==> src/rtl/fetch_unit.sv <==
// Instruction fetch front end: drives the instruction memory handshake and buffers
// fetched words in a 2-entry queue for decode. Optional macro: FETCH_MISALIGN_TRAP_EN.
module fetch_unit #(
    parameter logic [31:0] RESET_PC = 32'h0000_0000
) (
    input  logic        clk,
    input  logic        rst,
    input  logic        ACKI_n,
    input  logic [31:0] IDT,
    output logic [31:0] IAD,
    output logic        IREQ,
    input  logic        redirect,
    input  logic [31:0] redirect_pc,
    output logic        id_valid,
    input  logic        id_ready,
    output logic [31:0] id_inst,
    output logic [31:0] id_pc,
    output logic [31:0] id_pc4
`ifdef FETCH_MISALIGN_TRAP_EN
    ,
    output logic        misalign
`endif
);

`ifdef FETCH_MISALIGN_TRAP_EN
    typedef enum logic [1:0] {FETCH, STALL, HALT} state_t;
`else
    typedef enum logic [0:0] {FETCH, STALL} state_t;
`endif

    localparam logic [31:0] RESET_PC_ALIGNED = {RESET_PC[31:2], 2'b00};

    state_t      state;
    logic        ireq_q;
    logic [31:0] fetch_pc;
    logic [1:0]  count;
    logic [1:0]  count_next;
    logic        rd_ptr;
    logic        wr_ptr;
    logic [31:0] pc_q   [2];
    logic [31:0] inst_q [2];
    logic        accept;
    logic        pop;
    logic        redirect_misaligned;
    logic [31:0] redirect_target;
    logic        misalign_q;

    assign accept          = ireq_q & ~ACKI_n;
    assign pop             = id_valid & id_ready;
    assign redirect_target = {redirect_pc[31:2], 2'b00};

`ifdef FETCH_MISALIGN_TRAP_EN
    assign redirect_misaligned = (redirect_pc[1:0] != 2'b00);
    assign misalign            = misalign_q;
`else
    // Low target bits are dropped, so a misaligned redirect simply rounds down.
    logic unused_redirect_low;
    assign redirect_misaligned = 1'b0;
    assign unused_redirect_low = ^redirect_pc[1:0];
`endif

    always_comb begin
        count_next = count;
        case ({accept, pop})
            2'b10:   count_next = count + 2'd1;
            2'b01:   count_next = count - 2'd1;
            default: count_next = count;
        endcase
    end

    // Control FSM; IREQ is registered from the next state so a full queue
    // drops the request in the very next cycle. Redirect outranks everything.
    always_ff @(posedge clk) begin
        if (rst) begin
            state      <= FETCH;
            ireq_q     <= 1'b0;
            fetch_pc   <= RESET_PC_ALIGNED;
            count      <= 2'd0;
            rd_ptr     <= 1'b0;
            wr_ptr     <= 1'b0;
            misalign_q <= 1'b0;
        end else begin
            misalign_q <= 1'b0;
            if (redirect) begin
                count  <= 2'd0;
                rd_ptr <= 1'b0;
                wr_ptr <= 1'b0;
                if (redirect_misaligned) begin
`ifdef FETCH_MISALIGN_TRAP_EN
                    state      <= HALT;
                    misalign_q <= 1'b1;
`endif
                    ireq_q <= 1'b0;
                end else begin
                    fetch_pc <= redirect_target;
                    state    <= FETCH;
                    ireq_q   <= 1'b1;
                end
            end else begin
                if (accept) begin
                    fetch_pc <= fetch_pc + 32'd4;
                    wr_ptr   <= ~wr_ptr;
                end
                if (pop) begin
                    rd_ptr <= ~rd_ptr;
                end
                count <= count_next;
                case (state)
                    FETCH, STALL: begin
                        if (count_next == 2'd2) begin
                            state  <= STALL;
                            ireq_q <= 1'b0;
                        end else begin
                            state  <= FETCH;
                            ireq_q <= 1'b1;
                        end
                    end
`ifdef FETCH_MISALIGN_TRAP_EN
                    HALT: begin
                        state  <= HALT;
                        ireq_q <= 1'b0;
                    end
                    default: begin
                        state  <= FETCH;
                        ireq_q <= 1'b0;
                    end
`endif
                endcase
            end
        end
    end

    always_ff @(posedge clk) begin
        if (!rst && !redirect && accept) begin
            pc_q[wr_ptr]   <= fetch_pc;
            inst_q[wr_ptr] <= IDT;
        end
    end

    // Head fields read as zero when the queue is empty so reset leaves them clean.
    assign IAD      = fetch_pc;
    assign IREQ     = ireq_q;
    assign id_valid = (count != 2'd0);
    assign id_inst  = id_valid ? inst_q[rd_ptr] : 32'd0;
    assign id_pc    = id_valid ? pc_q[rd_ptr] : 32'd0;
    assign id_pc4   = id_valid ? (pc_q[rd_ptr] + 32'd4) : 32'd0;

endmodule

==> config.mk <==
export PLATFORM = sky130hd
export DESIGN_NAME = fetch_unit
export DESIGN_NICKNAME = d
export VERILOG_FILES = /design/src/rtl/fetch_unit.sv
export SDC_FILE = /design/constraint.sdc
export NUM_CORES = 1
export LEC_CHECK = 0
export CORE_MARGIN = 4
export CORE_UTILIZATION = 53
export DETAILED_ROUTE_END_ITERATION = 6
export PLACE_DENSITY = 0.88
export SETUP_SLACK_MARGIN = 0.02
export SYNTH_ARGS = -nofsm -noshare
export SYNTH_HDL_FRONTEND = slang
export SYNTH_SLANG_ARGS = --single-unit
export TNS_END_PERCENT = 1
==> constraint.sdc <==
create_clock -name clk -period 19.2 [get_ports clk]
set_input_delay 1.92 -clock clk [delete_from_list [all_inputs] [get_ports clk]]
set_output_delay 1.92 -clock clk [all_outputs]
set_load 0.02 [all_outputs]
==> results.sh <==
export IMPL_routabilityCongestion=0.841
export IMPL_grt_max_degree=82
export IMPL_area_growth_pct=34.2
export IMPL_worst_path_buf_inv=2
export IMPL_end_kind="output pin"
export IMPL_rsz0062_at_grt="no"
export IMPL_cts_tree="built"
export IMPL_synthDistinctLibCells=59
export IMPL_hp_class="reg -> reg"
export IMPL_hpwlAfterDp_mm=13.4
export IMPL_ys_ff_latch=160
export IMPL_die_x_um=128
export IMPL_cts_root_buf="clkbuf_16"
export IMPL_drtAntennaViolNets=0
export IMPL_crit_fanout=81
export IMPL_grt_pass1_vias=5729
export IMPL_cts_sinks=160
export IMPL_powerDensity_nw_per_um2=77.8
export IMPL_final_cell_mix="190 x clkdlybuf4s50_1, 124 x edfxtp_1, 111 x nor2_1"
export IMPL_crit_arrival_ps=4280
export IMPL_vias=5794
export IMPL_critical_path_class="reg -> out"
export IMPL_total_leakage_power_nw=3.27
export IMPL_worstSetupStartpointType="flop"
export IMPL_synth_edf_count=124
export IMPL_fin_skew_ps=11.2
export IMPL_dr_pass1_iters=5
export IMPL_timing_setup_tns_ps=0
export IMPL_drtIter0Drc=456
export IMPL_cts_resized=0
export IMPL_numCtsBuffers=17
export IMPL_synthArstFlopShare_pct=0
export IMPL_overflow=0
export IMPL_syn_area_um2=7590
export IMPL_drive_gt1_share_pct=7.46
export IMPL_die_y_um=128
export IMPL_vdd_drop_max_v=0.0000714
export IMPL_report_final_slew_viol_count=0
export IMPL_insertedDiodeCount=0
export IMPL_initial_core_util_pct=54.5
export IMPL_grt_pass1_wl_mm=29.5
export IMPL_final_nets=904
export IMPL_synth_flop_cell="edfxtp_1"
export IMPL_antenna_found_initial=0
export IMPL_grt_use_total_pct=23.1
export IMPL_relSlewSlack_pct=13.3
export IMPL_outcome="finished, final reports clean"
export IMPL_fill_cells=918
export IMPL_cpLargestDelayFamily="buffers and inverters"
export IMPL_core_area_um2=13900
export IMPL_path_cells="buf_4 -> mux2i_1 -> a221oi_2 -> nand3_1 -> nor4_1 -> mux2_1 -> clkdlybuf4s50_1"
export IMPL_die_area_um2=16300
export IMPL_finalCritPeriodShare_pct=32.3
export IMPL_ys_warnings_count=0
export IMPL_htreeDepth=4
export IMPL_numPortBuffers=190
export IMPL_clk_path_buf_depth=2
export IMPL_cp_data_required_time_ps=17280
export IMPL_worst_slack_ps=13000
export IMPL_path_clk_slew_ps=60
export IMPL_routedWlPerCell_um=18.5
export IMPL_drc=0
export IMPL_worstMarginPinSlew_ps=1300
export IMPL_slowest_delay_ps=890
export IMPL_final_common_cell="clkdlybuf4s50_1"
export IMPL_io_pins=199
export IMPL_post_cts_setup_buffer_count=0
export IMPL_synth_area_per_cell_um2=11.7
export IMPL_ctsHoldBuffers=0
export IMPL_syn_inst=650
export IMPL_setup_viol=0
export IMPL_place_ws_ps=13470
export IMPL_cp_slowest_cell="buf_4"
export IMPL_yosysSeqAreaShare_pct=58.5
export IMPL_clk_latency_ps=420
export IMPL_drv_cap=0
export IMPL_wirelength_mm=19.0
export IMPL_routed_via_density=5.65
export IMPL_row_count=43
export IMPL_finalHoldViolCount=0
export IMPL_finalCriticalPeriod_ps=6200
export IMPL_fmax_mhz=161
[logic make-up after synthesis]
| family | after synthesis | synth area share [%] |
|---|---|---|
| flops | 160 | 58.5 |
| mux | 67 | 8.97 |
| fa+ha+maj | 3 | 0.494 |
| other cells | 1 | 0.0494 |
| buf+inv | 49 | 3.08 |
| compound gates | 73 | 6.81 |
| simple gates | 252 | 16.9 |
| xor+xnor | 45 | 5.19 |
[routing by layer]
layer,vias up,GRT usage (%),wire [um]
li1,2745,-,-
met1,2747,30.6,7980
met2,272,37.4,9180
met3,30,5.75,1490
met4,0,8.05,339
met5,-,0,0
[per-stage QoR]
stage	cell area (um2)	utilization [%]	power, mW	hold WS, ps	std cells
5_1_grt	10200	73.1	0.820	544	1025
4_1_cts	10200	73.1	0.798	528	1025
6_report	10200	73.1	0.793	527	1025
3_3_place_gp	9620	69.0	0.481	507	993
3_5_place_dp	9620	69.0	0.483	513	993
2_1_floorplan	7610	-	0.439	520	655
[layout make-up]
cell class              count  area, um2  area share (%)
inverters                   9       33.8           0.332
clock inverters             7       47.5           0.467
flip-flops and latches    160       4450            43.7
well taps                 180        225            2.21
repair buffers            198       1960            19.3
clock buffers              25        519            5.10
multi-input cells         446       2950            29.0
[synth_stat cells (3+ instances only)]
library cell | number | area (um2)
xnor2_1 | 38 | 333
nor4_1 | 5 | 31.3
a211oi_2 | 3 | 37.5
nand3_1 | 14 | 70.1
buf_1 | 6 | 22.5
edfxtp_1 | 124 | 3720
buf_4 | 8 | 60.1
ha_1 | 3 | 37.5
xor2_1 | 7 | 61.3
nor2_1 | 112 | 420
nand4_1 | 21 | 131
nor2b_1 | 4 | 25.0
a21oi_1 | 13 | 65.1
dfxtp_1 | 36 | 721
mux2_1 | 3 | 33.8
o31ai_1 | 6 | 45.0
nand2_1 | 40 | 150
and2_1 | 8 | 50.1
or3_1 | 3 | 18.8
inv_1 | 8 | 30.0
a211oi_1 | 19 | 143
a31oi_1 | 4 | 25.0
nand4_2 | 3 | 37.5
nand4b_1 | 6 | 52.6
nand3b_1 | 4 | 30.0
nor3_1 | 10 | 50.1
buf_2 | 10 | 50.1
o21a_1 | 3 | 22.5
o21ai_0 | 11 | 55.1
mux2_2 | 5 | 56.3
nor3_2 | 5 | 50.1
clkbuf_1 | 15 | 56.3
and4_1 | 3 | 26.3
mux2i_1 | 59 | 591
[sequential cells by signal, summed over array words and instances, names as in the netlist, named ones only]
| name | cells |
|---|---|
| rd_ptr | 1 |
| wr_ptr | 1 |
| inst_q | 64 |
| IREQ | 1 |
| IAD | 30 |
| count | 2 |
| pc_q | 60 |
[worst paths after layout]
| check | from | endpoint | slack, ps | depth (start not counted) |
|---|---|---|---|---|
| max | flop | id_pc4[31] | 13000 | 7 |
| min | IAD[31] | pc_q[1][31] | 530 | 0 |
| max reg2reg | count[1] | IREQ | 16740 | 7 |
| min reg2reg | IAD[31] | pc_q[1][31] | 530 | 0 |
[worst reg2reg max path, stage by stage, from the launching register on]
cell and delay [ps]:
dfxtp_1 380, nor2_4 110, clkinv_1 540, and2_1 450, ha_1 340, nor2b_1 230
a22o_1 210, a21oi_1 70
[where the power goes]
| part | leakage, nW | internal, mW | switching (mW) |
|---|---|---|---|
| Combinational | 1.56 | 0.0414 | 0.0435 |
| Clock | 0.281 | 0.189 | 0.127 |
| Sequential | 1.43 | 0.381 | 0.0105 |
| Total | 3.27 | 0.611 | 0.181 |
Note: power is estimated with default switching activity, not from simulation.
